File: src/rtl/latch_monitor.sv
// Clocked checker for a transparent D-latch with active-low reset (d/en/rstn -> q).
// Optional build macro LATCH_MON_HALT_EN: stop checking after the first violation.
`timescale 1ns/1ps

module latch_monitor #(
    parameter int unsigned SETTLE_CYC = 1,
    parameter int unsigned CNT_W      = 8
) (
    input  logic             clk,
    input  logic             rst,
    input  logic             chk_en,
    input  logic             mon_d,
    input  logic             mon_en,
    input  logic             mon_rstn,
    input  logic             mon_q,
    output logic             busy,
    output logic             err_valid,
    output logic [1:0]       err_code,
    output logic [CNT_W-1:0] err_cnt,
    output logic [CNT_W-1:0] chk_cnt
);

    localparam logic [2:0] ST_IDLE   = 3'd0;
    localparam logic [2:0] ST_ARMED  = 3'd1;
    localparam logic [2:0] ST_SETTLE = 3'd2;
    localparam logic [2:0] ST_CHECK  = 3'd3;
`ifdef LATCH_MON_HALT_EN
    localparam logic [2:0] ST_HALT   = 3'd4;
`endif

    // Counter reload value; SETTLE_CYC=0 bypasses SETTLE entirely.
    localparam logic [3:0] SETTLE_LOAD = (SETTLE_CYC == 0) ? 4'd0 : 4'(SETTLE_CYC - 1);

    logic [2:0]       state_q, state_d;
    logic [3:0]       cnt_q, cnt_d;
    logic             ref_q_q, ref_q_d;
    logic             err_valid_q, err_valid_d;
    logic [1:0]       err_code_q, err_code_d;
    logic [CNT_W-1:0] err_cnt_q, err_cnt_d;
    logic [CNT_W-1:0] chk_cnt_q, chk_cnt_d;

    logic             smp_d_q, smp_en_q, smp_rstn_q, smp_q_q;
    logic [2:0]       prv_trip_q;
    logic             chg;
    logic             viol;
    logic [1:0]       viol_code;

    function automatic logic [CNT_W-1:0] sat_inc(input logic [CNT_W-1:0] v);
        return (&v) ? v : v + 1'b1;
    endfunction

    assign chg = ({smp_d_q, smp_en_q, smp_rstn_q} != prv_trip_q);

    // Latch rules in priority order: reset dominates, then transparency, then hold.
    always_comb begin
        // NOTE: every always_comb output gets a default first so no path infers a latch.
        viol      = 1'b0;
        viol_code = 2'd0;
        if (!smp_rstn_q) begin
            viol      = smp_q_q;
            viol_code = 2'd1;
        end else if (smp_en_q) begin
            viol      = smp_q_q ^ smp_d_q;
            viol_code = 2'd2;
        end else begin
            viol      = smp_q_q ^ ref_q_q;
            viol_code = 2'd3;
        end
    end

    always_comb begin
        state_d     = state_q;
        cnt_d       = cnt_q;
        ref_q_d     = ref_q_q;
        err_valid_d = 1'b0;
        err_code_d  = err_code_q;
        err_cnt_d   = err_cnt_q;
        chk_cnt_d   = chk_cnt_q;

        case (state_q)
            ST_IDLE: begin
                if (chk_en) begin
                    state_d = ST_ARMED;
                    ref_q_d = smp_q_q;
                end
            end
            ST_ARMED: begin
                if (chg) begin
                    if (SETTLE_CYC == 0) begin
                        state_d = ST_CHECK;
                    end else begin
                        state_d = ST_SETTLE;
                        cnt_d   = SETTLE_LOAD;
                    end
                end
            end
            ST_SETTLE: begin
                if (chg) begin
                    cnt_d = SETTLE_LOAD;
                end else if (cnt_q == 4'd0) begin
                    state_d = ST_CHECK;
                end else begin
                    cnt_d = cnt_q - 4'd1;
                end
            end
            ST_CHECK: begin
                chk_cnt_d = sat_inc(chk_cnt_q);
                ref_q_d   = smp_q_q;
                if (viol) begin
                    err_valid_d = 1'b1;
                    err_code_d  = viol_code;
                    err_cnt_d   = sat_inc(err_cnt_q);
                end
                if (!chg) begin
                    state_d = ST_ARMED;
                end else if (SETTLE_CYC == 0) begin
                    state_d = ST_CHECK;
                end else begin
                    state_d = ST_SETTLE;
                    cnt_d   = SETTLE_LOAD;
                end
`ifdef LATCH_MON_HALT_EN
                if (viol) begin
                    state_d = ST_HALT;
                end
`endif
            end
`ifdef LATCH_MON_HALT_EN
            ST_HALT: begin
                state_d = ST_HALT;
            end
`endif
            default: begin
                state_d = ST_IDLE;
            end
        endcase

        // Disabling wins over every transition, but a CHECK still commits above.
        if (!chk_en) begin
            state_d = ST_IDLE;
        end
    end

    always_ff @(posedge clk) begin
        if (rst) begin
            // NOTE: sequential state uses non-blocking assignments only, so every flop sees pre-edge values.
            smp_d_q     <= 1'b0;
            smp_en_q    <= 1'b0;
            smp_rstn_q  <= 1'b0;
            smp_q_q     <= 1'b0;
            prv_trip_q  <= 3'd0;
            state_q     <= ST_IDLE;
            cnt_q       <= 4'd0;
            ref_q_q     <= 1'b0;
            err_valid_q <= 1'b0;
            err_code_q  <= 2'd0;
            err_cnt_q   <= '0;
            chk_cnt_q   <= '0;
        end else begin
            smp_d_q     <= mon_d;
            smp_en_q    <= mon_en;
            smp_rstn_q  <= mon_rstn;
            smp_q_q     <= mon_q;
            prv_trip_q  <= {smp_d_q, smp_en_q, smp_rstn_q};
            state_q     <= state_d;
            cnt_q       <= cnt_d;
            ref_q_q     <= ref_q_d;
            err_valid_q <= err_valid_d;
            err_code_q  <= err_code_d;
            err_cnt_q   <= err_cnt_d;
            chk_cnt_q   <= chk_cnt_d;
        end
    end

    assign busy      = (state_q == ST_SETTLE) || (state_q == ST_CHECK);
    assign err_valid = err_valid_q;
    assign err_code  = err_code_q;
    assign err_cnt   = err_cnt_q;
    assign chk_cnt   = chk_cnt_q;

endmodule

File: config.mk
export PLATFORM = sky130hd
export DESIGN_NAME = latch_monitor
export DESIGN_NICKNAME = d
export VERILOG_FILES = /design/src/rtl/latch_monitor.sv
export SDC_FILE = /design/constraint.sdc
export NUM_CORES = 1
export LEC_CHECK = 0
export CORE_MARGIN = 2
export CORE_UTILIZATION = 55
export CTS_BUF_LIST = sky130_fd_sc_hd__clkbuf_4
export CTS_CLUSTER_SIZE = 10
export DETAILED_ROUTE_END_ITERATION = 12
export GPL_TIMING_DRIVEN = 1
export PLACE_DENSITY = 0.9
export SETUP_SLACK_MARGIN = 0.1
export SLEW_MARGIN = 40
export SYNTH_ARGS = -nofsm -noshare
export SYNTH_HDL_FRONTEND = slang
export SYNTH_SLANG_ARGS = --single-unit
export TNS_END_PERCENT = 30
File: constraint.sdc
create_clock -name clk -period 3.1 [get_ports clk]
set_input_delay 0.775 -clock clk [delete_from_list [all_inputs] [get_ports clk]]
set_output_delay 0.775 -clock clk [all_outputs]
set_load 0.01 [all_outputs]
==> metrics.txt <==
Fmax=465 MHz; die width=55.7 um; setup repair bufs after CTS=0; die outline area=0.00310 mm2; clock tree buffer depth=2; Worst R2R End=err_cnt[7]; WP data arrival=1.37 ns; area leader, netlist=dfxtp_1; CP startpoint kind=flop; initial antenna violation count=0; CTS tree=done; CP Depth=1; Max Cap Viol=0; area grow syn2layout=22.6%; fin crit share=69.3%; largest net degree at the start of global routing=22; status=finished, final reports clean; initial DRC count=18; design area=0.00180 mm2; Critical path destination=err_cnt[0]; worst setup path startpoint=err_cnt[0]; DR vias=1232; Bufs and invs on worst path=1; setup TNS=0 ns; Ys Warns=0; fin worst setup slack=0.951 ns; Yosys top cell area share=45.0%; # DRC=0; drt first pass iters=4; cell chain of the critical path=clkdlybuf4s50_1; grt total ovfl=0; Fill cells=186; worst hold margin=0.472 ns; HPWL after DPL=2100 um; routed wire length=2930 um; Critical Path Sink Type=output port; antenna diode count=0; Final Max Slew Viols=0; Seq/Total Area, Yosys=45.0%; num rows=18; Cell variety after synth=38; Final Skew=0.0119 ns; CTS Buf Count=5; Worst-path clk slew=0.10 ns; dominant cells by area after synthesis=dfxtp_1 (45%), xnor2_1 (6.6%), nor2_1 (5.6%); Avg Cell Area, Syn=8.89 um2; Post-CTS Resized=0; post-synthesis register bit count=33; Largest delay share family, worst path=buffers and inverters; Hold Buf Count CTS=0; first-pass GRT wire length=5030 um; Placed Cells=216; Tmin final=2.15 ns; Slew @ Worst Pin=0.504 ns; ys async rst share=0%; core area=0.00250 mm2; Routed WL per cell=13.1 um; GP Congestion=0.806; initial core utilization=58.7%; TritonCTS Sinks=33; gr usage total=20.3%; IO buf count=26; vias in the first global route=1217; Peak VDD IR=0.000394 V; most frequent cells in the layout=dfxtp_1 (33), clkdlybuf4s50_1 (26), nor2_1 (22), a21oi_1 (14), xnor2_1 (11); Non-Filler Instances=224; worst r2r src=state_q[0]; Antenna Nets Post-Route=0; I/O pin count=27; clk_lat worst skew=0.34 ns; Lkg Pwr=0.630 nW; critical path type=flop to output port; CP max-delay cell=clkdlybuf4s50_1; pwr/cell area=400 mW/mm2; syn_nets=176; layout cell share with drive strength beyond 1=6.70%; H-Tree Depth=2; Hold Fails Final Rpt=0; Post-synth EDFFs=0; top_reg_cell synth=dfxtp_1; dpl ws=0.850 ns; Cells after Synth=165; Root Driver=clkbuf_4; via/cell ratio=5.50; Register-to-Register Path Depth=5; Die H=55.7 um; slack of the worst reg-to-reg path=1.30 ns; area of the mapped netlist=0.00147 mm2; slowest stage delay, CP=0.58 ns; post-layout util=72.0%; RSZ-0062 raised after global routing=no; worst path required time=2.32 ns; Nets=204; most common cell after layout, fill and taps aside=dfxtp_1; HP Class=flop to flop; final setup fails=0; post-placement cell area=0.00175 mm2; Rel. slew slack=66.3%; Power Total=0.720 mW; crit path max fanout=6
## layout make-up
type	instances	area (um2)	area share [%]
Tap cell	30	37.5	2.09
Clock buffer	5	37.5	2.09
Multi-Input combinational cell	119	757	42.1
Sequential cell	33	661	36.7
Inverter	7	26.3	1.46
Clock inverter	3	12.5	0.695
Timing Repair Buffer	27	268	14.9
## where the power goes
part	internal [mW]	switching [mW]
Clock	0.0819	0.145
Combinational	0.0243	0.0282
Sequential	0.431	0.00877
Total	0.538	0.182
## cells by family (layout without fill, tap and decap cells)
family / after synthesis / after routing / share of synthesized area, %
AO/OA/AOI/OAI: 28 / 28 / 11.6
XOR/XNOR: 12 / 12 / 7.16
adder cells (fa/ha/maj): 4 / 4 / 3.41
buffers and inverters: 13 / 42 / 3.41
flip-flops: 33 / 33 / 45.0
multiplexers: 5 / 5 / 3.67
AND/OR/NAND/NOR: 70 / 70 / 25.7
## state kept, by name (all words and copies together) (netlist names)
| name | count |
|---|---|
| prv_trip_q | 3 |
| smp_rstn_q | 1 |
| cnt_q | 4 |
| smp_d_q | 1 |
| smp_en_q | 1 |
| err_code | 2 |
| err_cnt | 8 |
| state_q | 2 |
| ref_q_q | 1 |
| smp_q_q | 1 |
| err_valid | 1 |
| chk_cnt | 8 |
## how the worst min path moves through the flow
stage | slack, ns | from | to | cells after the start
2_1_floorplan | 0.46 | cnt_q[3] | cnt_q[3] | 2
3_3_place_gp | 0.45 | err_code[0] | err_code[0] | 2
3_5_place_dp | 0.45 | err_code[0] | err_code[0] | 2
4_1_cts | 0.47 | err_code[0] | err_code[0] | 2
5_1_grt | 0.49 | err_code[0] | err_code[0] | 2
6_report | 0.47 | err_code[0] | err_code[0] | 2
## worst reg2reg max path, cell delays in order, from the launching register on
cell     delay (ns)
dfxtp_1        0.49
and2_1         0.29
o211a_1        0.21
nor2_2         0.08
or4_1          0.50
a21oi_1        0.15
## layer usage
metal	share of wire (%)	vias up	global-route usage (%)
met2	49	27	36.4
met4	2.0	0	9.06
met3	4.3	9	6.05
met5	0	-	0
met1	45	572	21.9
li1	-	624	-
## cell usage after synthesis (all sizes together) (5+ instances only)
cell type  instances
nor2b              6
nand4              5
dfxtp             33
a21oi             14
mux2i              5
nor3               5
clkbuf             5
o21ai              5
xnor2             11
nand3              5
nand2             10
inv                7
nor2              23
Note: power is estimated with default switching activity, not from simulation.
